$ cat src/rtl/seq_serializer.sv
// seq_serializer: parallel-to-serial stage feeding the sequence detector.
// Words arrive over valid/ready into a one-entry holding register and are
// shifted out one bit per clock, MSB- or LSB-first as chosen per word.
// Consecutive words stream with no idle gap; the line rests at IDLE_LEVEL.

module seq_serializer #(
    parameter int unsigned DATA_W     = 8,
    parameter logic        IDLE_LEVEL = 1'b1
) (
    input  logic              clk,
    input  logic              rst,
    input  logic [DATA_W-1:0] din,
    input  logic              din_msb_first,
    input  logic              din_valid,
    output logic              din_ready,
    output logic              serial_out,
    output logic              serial_valid,
    output logic              word_done,
    output logic              busy
);

    localparam int unsigned CNT_W = $clog2(DATA_W + 1);

    // Index of the bit currently on serial_out, and the one before it.
    localparam logic [CNT_W-1:0] LAST    = CNT_W'(DATA_W - 1);
    localparam logic [CNT_W-1:0] LAST_M1 = CNT_W'(DATA_W - 2);

    localparam logic [0:0] S_IDLE  = 1'b0;
    localparam logic [0:0] S_SHIFT = 1'b1;

    logic [0:0]        state;

    logic [DATA_W-1:0] hold_data;
    logic              hold_msb;
    logic              hold_full;

    logic [DATA_W-1:0] sh_data;
    logic              sh_msb;
    logic [CNT_W-1:0]  bit_cnt;

    logic              accept;
    logic              load;
    logic [DATA_W-1:0] sh_next;
    logic              first_bit;
    logic              next_bit;

    // Handshake, load decision and the next shifter contents.
    always_comb begin
        din_ready = ~hold_full & ~rst;
        accept    = din_valid & din_ready;
        load      = hold_full & ((state == S_IDLE) ||
                                 ((state == S_SHIFT) && (bit_cnt == LAST)));
        busy      = hold_full | (state == S_SHIFT);

        sh_next   = sh_msb ? {sh_data[DATA_W-2:0], 1'b0}
                           : {1'b0, sh_data[DATA_W-1:1]};
        next_bit  = sh_msb ? sh_next[DATA_W-1] : sh_next[0];
        first_bit = hold_msb ? hold_data[DATA_W-1] : hold_data[0];
    end

    // Holding register: filled on accept, emptied when the shifter loads.
    always_ff @(posedge clk or posedge rst) begin
        if (rst) begin
            hold_data <= '0;
            hold_msb  <= 1'b0;
            hold_full <= 1'b0;
        end else if (accept) begin
            hold_data <= din;
            hold_msb  <= din_msb_first;
            hold_full <= 1'b1;
        end else if (load) begin
            hold_full <= 1'b0;
        end
    end

    // Shifter and FSM; serial outputs are registered so the bit index in
    // bit_cnt always matches what is on the line.
    always_ff @(posedge clk or posedge rst) begin
        if (rst) begin
            state        <= S_IDLE;
            sh_data      <= '0;
            sh_msb       <= 1'b0;
            bit_cnt      <= '0;
            serial_out   <= IDLE_LEVEL;
            serial_valid <= 1'b0;
            word_done    <= 1'b0;
        end else if (load) begin
            state        <= S_SHIFT;
            sh_data      <= hold_data;
            sh_msb       <= hold_msb;
            bit_cnt      <= '0;
            serial_out   <= first_bit;
            serial_valid <= 1'b1;
            word_done    <= 1'b0;
        end else if (state == S_SHIFT) begin
            if (bit_cnt == LAST) begin
                state        <= S_IDLE;
                bit_cnt      <= '0;
                serial_out   <= IDLE_LEVEL;
                serial_valid <= 1'b0;
                word_done    <= 1'b0;
            end else begin
                sh_data      <= sh_next;
                bit_cnt      <= bit_cnt + CNT_W'(1);
                serial_out   <= next_bit;
                serial_valid <= 1'b1;
                word_done    <= (bit_cnt == LAST_M1);
            end
        end
    end

endmodule

$ cat config.mk
export PLATFORM = sky130hd
export DESIGN_NAME = seq_serializer
export DESIGN_NICKNAME = d
export VERILOG_FILES = /design/src/rtl/seq_serializer.sv
export SDC_FILE = /design/constraint.sdc
export NUM_CORES = 1
export LEC_CHECK = 0
export ABC_AREA = 1
export BUFFER_PORTS_ARGS = -buffer_cell sky130_fd_sc_hd__clkbuf_2
export CORE_MARGIN = 2
export CORE_UTILIZATION = 30
export CTS_BUF_LIST = sky130_fd_sc_hd__clkbuf_8
export CTS_CLUSTER_DIAMETER = 30
export DETAILED_ROUTE_END_ITERATION = 10
export PLACE_DENSITY = 0.47
export SYNTH_ARGS = -nofsm -noshare
export SYNTH_HDL_FRONTEND = slang
export SYNTH_SLANG_ARGS = --single-unit
$ cat constraint.sdc
create_clock -name clk -period 2.1 [get_ports clk]
set_input_delay 0.21 -clock clk [delete_from_list [all_inputs] [get_ports clk]]
set_output_delay 0.21 -clock clk [all_outputs]
set_load 0.02 [all_outputs]
Word-level counts from Yosys, hierarchy flattened
Cells that the tools add are included.

Output and inout bits: 5. Word-level logic and storage cells: 48. Register bits: 27.

Multiplexer cells: 22. Add/subtract/negate cells: 1. Bitwise gates (word level): 7. Reduce and logical (&&, ||, !) cells: 5. Eq/ne operators: 3.

Operators with widths (number): 8-bit 2-to-1 mux (4); 1-bit 2-to-1 mux (15); 4-bit 2-to-1 mux (3); 4-bit by 3-bit == test with 1-bit output, second input constant (2); 4-bit by 1-bit adder with 4-bit output, second input constant (1); 2-bit nonzero test (2); 1-bit AND (3); 1-bit inverter (3); 2-bit inequality test, second input constant (1); 2-bit AND reduction (1); 1-bit logical AND (1); 1-bit logical OR (1); 1-bit OR (1).

Depth between registers and ports, before layout
Gate-level depths: netlist of the first run.

Word-level depth: 6. Depth in mapped cells: 8.

Least setup slack after synthesis of the first run
Ideal clock, no wire load.

Path type: register to register. Start point: register bit_cnt[0]. End point: register sh_data[7]. Slack: 723 ps. Arrival time: 1252 ps. Cell stages (with the launch flop): 8. Clock period less this slack: 1377 ps. Library setup time: 125 ps. Cell sequence: dfrtp_1 ha_1 nand3_1 nand2_1 clkbuf_8 buf_12 nand3_1 nand3_1.

Cells in the longest elaborated chain, start to end: 6. Elaborated cells on any way between the ends: 8. Those cells by class: eq/ne: 2; mux: 1; bitwise: 1; reduce/logical: 4.

RTL lines: start, declared (RTL line 39) `logic [CNT_W-1:0] bit_cnt;`; start signal, assigned (RTL line 104) `bit_cnt <= bit_cnt + CNT_W'(1);`; 4-bit by 3-bit == test with 1-bit output * (RTL line 52, 96); 1-bit logical AND (RTL line 52) `((state == S_SHIFT) && (bit_cnt == LAST)));`; 1-bit logical OR (RTL line 51) `load = hold_full & ((state == S_IDLE) ||`; 1-bit AND (RTL line 51); 2-bit inequality test (no line) / 2-bit nonzero test (equally long branches); 2-bit AND reduction (no line); end signal, assigned (RTL line 89) `sh_data <= hold_data;`; end signal, assigned (RTL line 103) `sh_data <= sh_next;`; end, declared (RTL line 37) `logic [DATA_W-1:0] sh_data;`.

Mark *: on every way between the ends. The rest lies on a longest branch, timed or not. A chain may end at the register's enable or synchronous reset.

Worst setup path after layout of the first run
Start point: register hold_full. End point: output busy.

Cells in the longest elaborated chain, start to end: 1.

RTL lines: start, declared (RTL line 35) `logic hold_full;`; start signal, assigned (RTL line 66) `hold_full <= 1'b0;`; start signal, assigned (RTL line 70) `hold_full <= 1'b1;`; start signal, assigned (RTL line 72) `hold_full <= 1'b0;`; 1-bit OR (RTL line 53) `busy = hold_full | (state == S_SHIFT);`; end, declared (RTL line 19) `output logic busy`.

No other way between the ends.

==> results of run 1 <==
-- critical path: stages (launching register included) --
cell and delay, ns:
dfrtp_1 0.60, or2_1 0.36, clkbuf_2 0.23
-- logic make-up after synthesis --
kind of cell | Yosys count
adder cells (fa/ha/maj) | 2
flip-flops | 27
XOR/XNOR | 1
AND/OR/NAND/NOR | 102
AO/OA/AOI/OAI | 10
buffers and inverters | 19
-- per-stage QoR --
step	hold WS (ns)	utilization, %
CTS	0.0514	34.3
global placement	0.348	33.2
detailed placement	0.350	33.2
floorplan	0.262	-
global route	0.0562	34.3
finish	0.0379	34.3
-- per-layer routing --
metal	GRT usage, %	vias up	routed length [µm]
met4	2.94	0	19
met5	0	-	0
met3	3.56	2	162
met1	16.3	502	1270
li1	-	550	-
met2	19.8	37	1330
-- sequential cells by signal, indices dropped and copies added (netlist names) --
signal and flops:
hold_data 8, sh_data 8, bit_cnt 4, hold_full 1, hold_msb 1, serial_out 1, serial_valid 1, sh_msb 1
state 1, word_done 1
-- area by class of cell --
cell class	instances	area [µm²]
Timing Repair Buffer	19	103
Clock buffer	3	41.3
Tap cell	52	65.1
Clock inverter	1	3.75
Multi-Input combinational cell	115	558
Sequential cell	27	677
Fill cell	471	2860
Inverter	12	45.0
-- path summary, 6_finish.rpt --
| check | endpoint | slack (ns) | cells past startpoint |
|---|---|---|---|
| max | busy | 0.43 | 2 |
| min | sh_data[7] | 0.04 | 3 |
| max reg2reg | sh_data[3] | 0.52 | 8 |
| min reg2reg | serial_out | 0.47 | 2 |
| max in group asynchronous | serial_out | 1.76 | 3 |
| min in group clk | hold_data[2] | 0.16 | 3 |
-- power breakdown --
part,switching [W],leakage (nW),total (W),internal (W)
Clock,0.000154,0.0269,0.000285,0.000131
Combinational,0.000491,0.430,0.000779,0.000288
Sequential,0.000200,0.327,0.000944,0.000744
Total,0.000845,0.784,0.00201,0.00116
-- cells in the final DEF (no fill, tap or decap), drive strengths merged --
cell,n
xor2,1
dfrtp,26
o21ai,7
or2,1
buf,3
ha,2
dfstp,1
inv,12
nand2,57
nor3b,1
nor2,7
clkinv,1
nand4,1
clkbuf,19
nand3,35
a21oi,3
==> results.md, run 1 <==
| Quantity | This run |
|:---|:---|
| Drt first-iter violations | 40 |
| Predominant post-synthesis flop cell | dfrtp_1 |
| Endpoint arrival time on the critical path | 1.46 ns |
| Largest family of logic cells by synthesized area | simple AND/OR/NAND/NOR gates |
| Post-synthesis instance area | 0.00135 mm² |
| Top cells by area, synth | dfrtp_1 48%, nand2_1 15%, nand3_1 13% |
| Required time reported for the critical path endpoint | 1.89 ns |
| Worst slew slack as a fraction of its limit | 72.8% |
| Setup repair after global routing missed its margin | no |
| Post-Layout Cell Count | 229 |
| Area share of xor/xnor cells in the synthesized design | 0.647% |
| Maximum clock skew at final layout | 0.00772 ns |
| Time the worst path needs with I/O delays and setup | 1.67 ns |
| Leading area contributor after synthesis | dfrtp_1 |
| Setup slack at placement | 0.541 ns |
| Static Leakage | 0.784 nW |
| Skew-Pair Late Insertion Delay | 0.27 ns |
| Number of enable-type register cells in the synthesized netlist | 0 |
| Sequential-to-total area share from yosys stat | 50.0% |
| Number of instances in the synthesized netlist | 161 |
| Area fraction in compound gates after synthesis | 4.25% |
| Mux cell area share after synthesis | 0% |
| Crit path launch type | flip-flop |
| R2r startpoint | bit_cnt[0] |
| Class of the most critical setup path | reg2out |
| Max Cap Viol | 0 |
| Core area | 0.00435 mm² |
| Final cycle utilization of the critical path | 79.5% |
| Vias post-DR | 1091 |
| Residual antenna-violating net count after detailed routing | 0 |
| Starting density of the core | 31.1% |
| Slew at the pin with the worst max-slew slack | 0.408 ns |
| Total placed cells including tap cells | 225 |
| Fraction of layout instances using a drive strength above 1 | 16.4% |
| Routed length per placed instance | 12.2 µm |
| Number of antenna violations at the first check in global routing | 0 |
| N_diodes | 0 |
| Post-synthesis share of cell area spent on and, or, nand and nor gates | 34.5% |
| Setup total negative slack | 0 ns |
| Setup slack of the critical path after layout | 0.431 ns |
| Status | complete, no violations |
| Synth Register Bits | 27 |
| Number of sinks handled by clock tree synthesis | 27 |
| Total clock buffers created by CTS | 3 |
| Die Footprint | 0.00507 mm² |
| Total design power | 0.00201 W |
| Clock slew at the register clock pins of the worst setup and hold paths | 0.09 ns |
| Synth cell count leaders | 55 x nand2_1, 35 x nand3_1, 26 x dfrtp_1, 10 x inv_1, 6 x nor2_1 |
| Placed Area | 0.00145 mm² |
| Power per unit of standard cell area | 1350 mW/mm² |
| Post-Syn Nets | 175 |
| GR Overflow Total | 0 |
| Via count of the first global-routing pass | 1067 |
| Area added between synthesis and finish | 10.3% |
| Number of levels the H-tree was split into | 1 |
| Class of the tightest hold or removal check | in2async |
| Number of port buffers | 16 |
| Type of element capturing the critical path | primary output |
| Total Routed Length | 2.79 mm |
| TritonRoute pass-1 iters | 4 |
| Via density per instance | 4.76 |
| Number of placed I/O pins | 17 |
| Post-Syn Area per Cell | 8.41 µm² |
| Drt drc | 0 |
| Non-Filler Cell Area, Final | 0.00149 mm² |
| Detailed placer's ending HPWL | 2.05 mm |
| Post-CTS setup buffers | 0 |
| TritonCTS clock tree | done |
| Global-route wire length before repair | 4.97 mm |
| Row Count | 24 |
| Maximum fanout along the worst path | 7 |
| Fin. max-slew vios | 0 |
| Hold Fails Final Rpt | 0 |
| Fmax achieved | 599 MHz |
| Number of setup violations in the final report | 0 |
| Post-CTS Hold Fix Bufs | 0 |
| Tot GR Track Use | 12.3% |
| Pin count of the biggest net entering global routing | 28 |
| Number of nets in the final layout | 192 |
| Fraction of post-synthesis cell area in the top cell type by area | 48.1% |
| Number of warning messages in the yosys log | 0 |
| CTS max path bufs | 2 |
| VDD IR max | 0.000400 V |
| Die height | 71.2 µm |
| Number of gates resized after CTS | 0 |
| Most repeated cell in the gate-level netlist after synthesis | nand2_1 |
| Adder and majority gate portion of the synthesized area | 1.85% |
| Root buffer cell | clkbuf_8 |
| Number of distinct library cell variants in the gate-level netlist after synthesis | 23 |
| Routability Congestion | 0.799 |
| Proportion of synthesized flip-flops having asynchronous set or reset | 100% |
| Floorplan die width | 71.2 µm |
| Worst setup path startpoint | hold_full |
Note: power is estimated with default switching activity, not from simulation.
==> run 2, diff against run 1 <==
PLACE_DENSITY = 0.48   (was 0.47)
clock period = 1.3 ns   (was 2.1 ns; I/O delays follow)
==> results.md, run 2 (synthesis results as in run 1) <==
| Quantity | This run |
|:---|:---|
| Slew at the pin with the worst max-slew slack | 0.352 ns |
| Pin count of the biggest net entering global routing | 28 |
| Drt drc | 0 |
| Sequential standard cell area | 678 µm² |
| Number of nets in the final layout | 205 |
| TritonCTS clock tree | done |
| Number of setup violations in the final report | 2 |
| Largest registers | hold_data x8, sh_data x8, bit_cnt x4 |
| N_diodes | 0 |
| Static Leakage | 0.922 nW |
| Class of the tightest hold or removal check | in2reg |
| Routed length per placed instance | 13.3 µm |
| Net switching fraction of the power | 42.8% |
| Maximum fanout along the worst path | 4 |
| Register share of total power | 37.5% |
| Core area | 0.00435 mm² |
| Crit path launch type | flip-flop |
| VDD IR max | 0.000657 V |
| Minimum hold slack | 0.0687 ns |
| GR Overflow Total | 0 |
| Commonest non-fill, non-tap cells in the layout | 50 x nand2_1, 25 x dfrtp_1, 21 x nand3_2, 14 x clkbuf_2, 12 x nand3_1 |
| Total clock buffers created by CTS | 3 |
| Setup slack at placement | -0.115 ns |
| Starting density of the core | 31.1% |
| Final cycle utilization of the critical path | 103% |
| Via count of the first global-routing pass | 1235 |
| CTS max path bufs | 2 |
| Drt first-iter violations | 32 |
| Row Count | 24 |
| Setup slack of the critical path after layout | -0.0385 ns |
| Violations in the final reports | negative setup slack |
| Worst slew slack as a fraction of its limit | 76.5% |
| Area added between synthesis and finish | 36.7% |
| Status | finished, violations left |
| Number of sinks handled by clock tree synthesis | 27 |
| Number of antenna violations at the first check in global routing | 0 |
| Fin. max-slew vios | 0 |
| Time the worst path needs with I/O delays and setup | 1.34 ns |
| Tot GR Track Use | 13.1% |
| Power per unit of standard cell area | 2220 mW/mm² |
| Power spent charging and discharging nets | 0.00176 W |
| Fmax achieved | 747 MHz |
| Root buffer cell | clkbuf_8 |
| Global-route wire length before repair | 5.32 mm |
| Routability Congestion | 0.839 |
| Required time reported for the critical path endpoint | 1.17 ns |
| Type of element capturing the critical path | primary output |
| Total Routed Length | 3.22 mm |
| Die height | 71.2 µm |
| Fraction of power consumed by combinational cells | 50.7% |
| Most frequent standard cell in the layout excluding fill and tap cells | nand2_1 |
| Filler Cells Inserted | 440 |
| Residual antenna-violating net count after detailed routing | 0 |
| Endpoint arrival time on the critical path | 1.21 ns |
| Clk pwr share | 11.9% |
| Via density per instance | 4.81 |
| Internal power | 0.00235 W |
| Number of levels the H-tree was split into | 1 |
| Vias post-DR | 1163 |
| Detailed placer's ending HPWL | 2.23 mm |
| Number of placed I/O pins | 17 |
| Floorplan die width | 71.2 µm |
| Setup repair after global routing missed its margin | yes |
| Fraction of layout instances using a drive strength above 1 | 40.0% |
| Total area of multi-input combinational cells | 734 µm² |
| Hold Fails Final Rpt | 0 |
| Class of the most critical setup path | reg2out |
| Clock slew at the register clock pins of the worst setup and hold paths | 0.10 ns |
| Maximum clock skew at final layout | 0.00655 ns |
| Max Cap Viol | 0 |
| Die Footprint | 0.00507 mm² |
| TritonRoute pass-1 iters | 4 |
| Setup total negative slack | -0.0392 ns |
| Skew-Pair Late Insertion Delay | 0.28 ns |
| Number of port buffers | 16 |
## run 2: cell count changes in the layout (fill, tap and decap cells not counted), sizes merged
cell	change
buf	+12
clkinv	+1
inv	-2
clkinvlp	+1
dlygate4sd3	+1
## run 2: worst max-delay path, cell delays in order, from the launching register on
cell	delay (ns)
dfrtp_2	0.49
or2_4	0.31
buf_8	0.13
## run 2: layer usage
metal  global-route usage [%]  vias up  wire, µm
li1                         -      576         -
met1                     16.5      555      1460
met2                     22.3       26      1610
met3                     2.28        6        98
met4                     5.24        0        46
met5                        0        -         0
## run 2: area by class of cell
| type | instances | share of cell area [%] |
|---|---|---|
| clock inverter | 1 | 0.270 |
| sequential | 27 | 36.6 |
| tap | 52 | 3.52 |
| timing repair buffer | 32 | 14.7 |
| inverter | 12 | 2.97 |
| clock buffer | 3 | 2.23 |
| multi-input combinational | 115 | 39.7 |
## run 2: metrics by stage
stage | power, W | instance area [µm²] | instances | util, %
final | 0.00411 | 1850 | 242 | 42.5
after CTS | 0.00372 | 1660 | 241 | 38.1
after global placement | 0.00302 | 1540 | 233 | 35.3
after global routing | 0.00445 | 1850 | 242 | 42.5
after floorplan | 0.00262 | 1370 | 161 | -
after detailed placement | 0.00307 | 1540 | 233 | 35.3
## run 2: worst paths after layout
| path | from | end | slack, ns | cells past startpoint |
|---|---|---|---|---|
| setup / recovery | hold_full | busy | -0.04 | 2 |
| hold / removal | din[2] | hold_data[2] | 0.07 | 3 |
| setup reg to reg | bit_cnt[0] | sh_data[7] | 0 | 7 |
| hold reg to reg | serial_out | serial_out | 0.47 | 2 |
| max in group asynchronous | rst | serial_out | 0.49 | 4 |
| min in group asynchronous | rst | hold_data[1] | 0.50 | 4 |
## run 2: timing repair
action / in CTS / in global routing
resized for setup: 8 / 40
gates cloned: 0 / 1
hold endpoints to repair: 26 / 0
setup buffers: 3 / 1
hold buffers: 1 / 0
endpoints found under the setup margin: 16 / 18
pin swaps: 1 / 15
## run 2: power groups by stage
stage	clock (W)	combinational, W	sequential, W
final	0.000487	0.00208	0.00154
after global routing	0.000543	0.00233	0.00158
after CTS	0.000502	0.00175	0.00147
after detailed placement	0	0.00158	0.00149
after global placement	0	0.00154	0.00148
after floorplan	0	0.00118	0.00144
==> run 3, diff against run 2 <==
ABC_AREA = 0   (was 1)
PLACE_DENSITY = 0.49   (was 0.48)
==> results.md, run 3 <==
| Quantity | This run |
|:---|:---|
| Status | finished, violations left |
| Violations in the final reports | negative setup slack |
| Maximum fanout along the worst path | 4 |
| Worst slew slack as a fraction of its limit | 76.6% |
| Fraction of post-synthesis cell area in the top cell type by area | 48.8% |
| Number of warning messages in the yosys log | 0 |
| Hold Fails Final Rpt | 0 |
| Floorplan die width | 70.7 µm |
| Number of enable-type register cells in the synthesized netlist | 0 |
| Synth Register Bits | 27 |
| Static Leakage | 0.807 nW |
| Routability Congestion | 0.774 |
| Number of placed I/O pins | 17 |
| Core area | 0.00432 mm² |
| N_diodes | 0 |
| Pin count of the biggest net entering global routing | 28 |
| Drt first-iter violations | 10 |
| Post-Syn Area per Cell | 12.8 µm² |
| Filler Cells Inserted | 440 |
| VDD IR max | 0.000750 V |
| Worst setup path endpoint | sh_msb |
| Post-layout utilization of the core | 38.7% |
| Post-Syn Nets | 118 |
| Top cells by area, synth | dfrtp_1 49%, mux2i_1 17%, mux2_4 10% |
| Via density per instance | 4.66 |
| Class of the most critical setup path | reg2reg |
| Endpoint arrival time on the critical path | 1.52 ns |
| Worst setup path startpoint | bit_cnt[0] |
| Final cycle utilization of the critical path | 105% |
| Net switching fraction of the power | 33.7% |
| Number of instances in the synthesized netlist | 104 |
| Internal reg-to-reg setup slack | -0.06 ns |
| Most frequent standard cell in the layout excluding fill and tap cells | dfrtp_1 |
| Total clock buffers created by CTS | 3 |
| GR Overflow Total | 0 |
| Register share of total power | 39.6% |
| Die height | 70.7 µm |
| Time the worst path needs with I/O delays and setup | 1.36 ns |
| Most repeated cell in the gate-level netlist after synthesis | dfrtp_1 |
| R2r startpoint | bit_cnt[0] |
| Number of sinks handled by clock tree synthesis | 27 |
| Fraction of layout instances using a drive strength above 1 | 42.1% |
| Fraction of power consumed by combinational cells | 48.4% |
| Total area of multi-input combinational cells | 617 µm² |
| Number of nets in the final layout | 155 |
| Worst R2R End | sh_msb |
| Power per unit of standard cell area | 2300 mW/mm² |
| Number of antenna violations at the first check in global routing | 0 |
| Die Footprint | 0.00499 mm² |
| Detailed placer's ending HPWL | 1.83 mm |
| Row Count | 24 |
| Setup slack of the critical path after layout | -0.0630 ns |
| Clock slew at the register clock pins of the worst setup and hold paths | 0.09 ns |
| Number of levels the H-tree was split into | 1 |
| Tot GR Track Use | 11.8% |
| Clk pwr share | 12.1% |
| TritonCTS clock tree | done |
| Minimum hold slack | 0.0821 ns |
| Required time reported for the critical path endpoint | 1.46 ns |
| Slew at the pin with the worst max-slew slack | 0.351 ns |
| Hold Path Depth | 2 |
| Power spent charging and discharging nets | 0.00130 W |
| Synth cell count leaders | 26 x dfrtp_1, 23 x mux2i_1, 9 x mux2_4, 7 x nand2_1, 6 x o21ai_0 |
| Skew-Pair Late Insertion Delay | 0.27 ns |
| Total placed cells including tap cells | 178 |
| Largest registers | hold_data x8, sh_data x8, bit_cnt x4 |
| Total Routed Length | 2.64 mm |
| Starting density of the core | 30.8% |
| Setup repair after global routing missed its margin | yes |
| Predominant post-synthesis flop cell | dfrtp_1 |
| Class of the tightest hold or removal check | in2reg |
| Area added between synthesis and finish | 25.5% |
| Post-Layout Cell Count | 192 |
| Leading area contributor after synthesis | dfrtp_1 |
| Residual antenna-violating net count after detailed routing | 0 |
| Drt drc | 0 |
| Proportion of synthesized flip-flops having asynchronous set or reset | 100% |
| Root buffer cell | clkbuf_8 |
| TritonRoute pass-1 iters | 4 |
| Crit path launch type | flip-flop |
| Number of distinct library cell variants in the gate-level netlist after synthesis | 27 |
| CTS max path bufs | 2 |
| Type of element capturing the critical path | flip-flop |
| Sequential standard cell area | 679 µm² |
| Fmax achieved | 734 MHz |
| Maximum clock skew at final layout | 0.00510 ns |
| Number of port buffers | 16 |
| Post-synthesis instance area | 0.00133 mm² |
| Max Cap Viol | 0 |
| Sequential-to-total area share from yosys stat | 50.8% |
| Fin. max-slew vios | 0 |
| Commonest non-fill, non-tap cells in the layout | 24 x dfrtp_1, 23 x mux2i_1, 19 x buf_4, 16 x clkbuf_2, 10 x mux2_4 |
| Global-route wire length before repair | 4.71 mm |
| Vias post-DR | 894 |
| Number of cell instances on the worst register-to-register path | 4 |
| Number of setup violations in the final report | 13 |
| Internal power | 0.00255 W |
| Via count of the first global-routing pass | 991 |
| Routed length per placed instance | 13.8 µm |
## run 3: cell types whose count changed after synthesis, sizes merged, moves of 2 or more
cell	before	now
inv	11	4
mux2	0	10
a21oi	3	0
mux2i	0	23
nand3b	0	2
and2	0	2
nand2b	0	3
nand2	57	7
clkbuf	2	0
a21boi	0	2
nand3	35	1
nor2	7	2
## run 3: power by group through the flow
stage | clock [W] | sequential, W | combinational (W)
after floorplan | 0 | 0.00145 | 0.00126
after global placement | 0 | 0.00153 | 0.00162
after detailed placement | 0 | 0.00155 | 0.00165
after CTS | 0.000486 | 0.00154 | 0.00177
after global routing | 0.000521 | 0.00158 | 0.00204
final | 0.000465 | 0.00152 | 0.00186
## run 3: cells by family (layout without fill, tap and decap cells)
family	after synthesis	in the layout	share of synthesized area [%]
DFF	27	27	50.8
AOI/OAI and AO/OA	12	12	5.72
muxes	33	33	28.2
buffers and inverters	10	45	4.78
adders and majority gates	2	2	1.88
and+or+nand+nor	19	20	7.97
xor gates and xnor gates	1	1	0.657
## run 3: through the flow
step	setup WS, ns	total power [W]	setup TNS, ns	instance area [µm²]
5_1_grt	-0.149	0.00414	-1.88	1670
3_5_place_dp	-0.0744	0.00320	-0.197	1530
4_1_cts	-0.0531	0.00380	-0.286	1640
6_report	-0.0630	0.00385	-0.291	1670
2_1_floorplan	-0.0530	0.00271	-0.482	1340
3_3_place_gp	-0.104	0.00315	-0.109	1530
## run 3: how the worst min path moves through the flow
| stage | from | to | slack (ns) |
|---|---|---|---|
| 3_3_place_gp | rst | serial_valid | 0.24 |
| 3_5_place_dp | rst | serial_valid | 0.24 |
| 6_report | din[3] | hold_data[3] | 0.08 |
| 4_1_cts | din[3] | hold_data[3] | 0.08 |
| 2_1_floorplan | rst | bit_cnt[0] | 0.18 |
| 5_1_grt | din[3] | hold_data[3] | 0.07 |
## run 3: layout make-up
class	instances	share of cell area, %
inverters	4	0.897
flip-flops and latches	27	40.6
repair buffers	37	15.1
clock inverters	1	0.224
well taps	52	3.89
multi-input cells	68	36.8
clock buffers	3	2.47
## run 3: critical path: stages (launching register included)
cell,delay (ns)
dfrtp_1,0.36
ha_2,0.19
nand3b_1,0.17
a21boi_2,0.22
mux2_4,0.31
## run 3: layer usage
| layer | wire length, µm | track usage (%) | vias up | part of all wire (%) |
|---|---|---|---|---|
| met5 | 0 | 0 | - | 0 |
| met4 | 29 | 4.40 | 0 | 1.1 |
| met3 | 70 | 2.42 | 4 | 2.7 |
| met2 | 1270 | 19.4 | 12 | 48 |
| met1 | 1270 | 15.5 | 444 | 48 |
| li1 | - | - | 434 | - |
## run 3: what timing repair did
action                                  4_1_cts  5_1_grt
resized for setup                             7        5
cloned                                        1        0
hold buffers                                  1        0
endpoints found under the hold margin        26        0
pin swaps                                     2        3
setup buffers                                 4        4
endpoints found under the setup margin       23       19
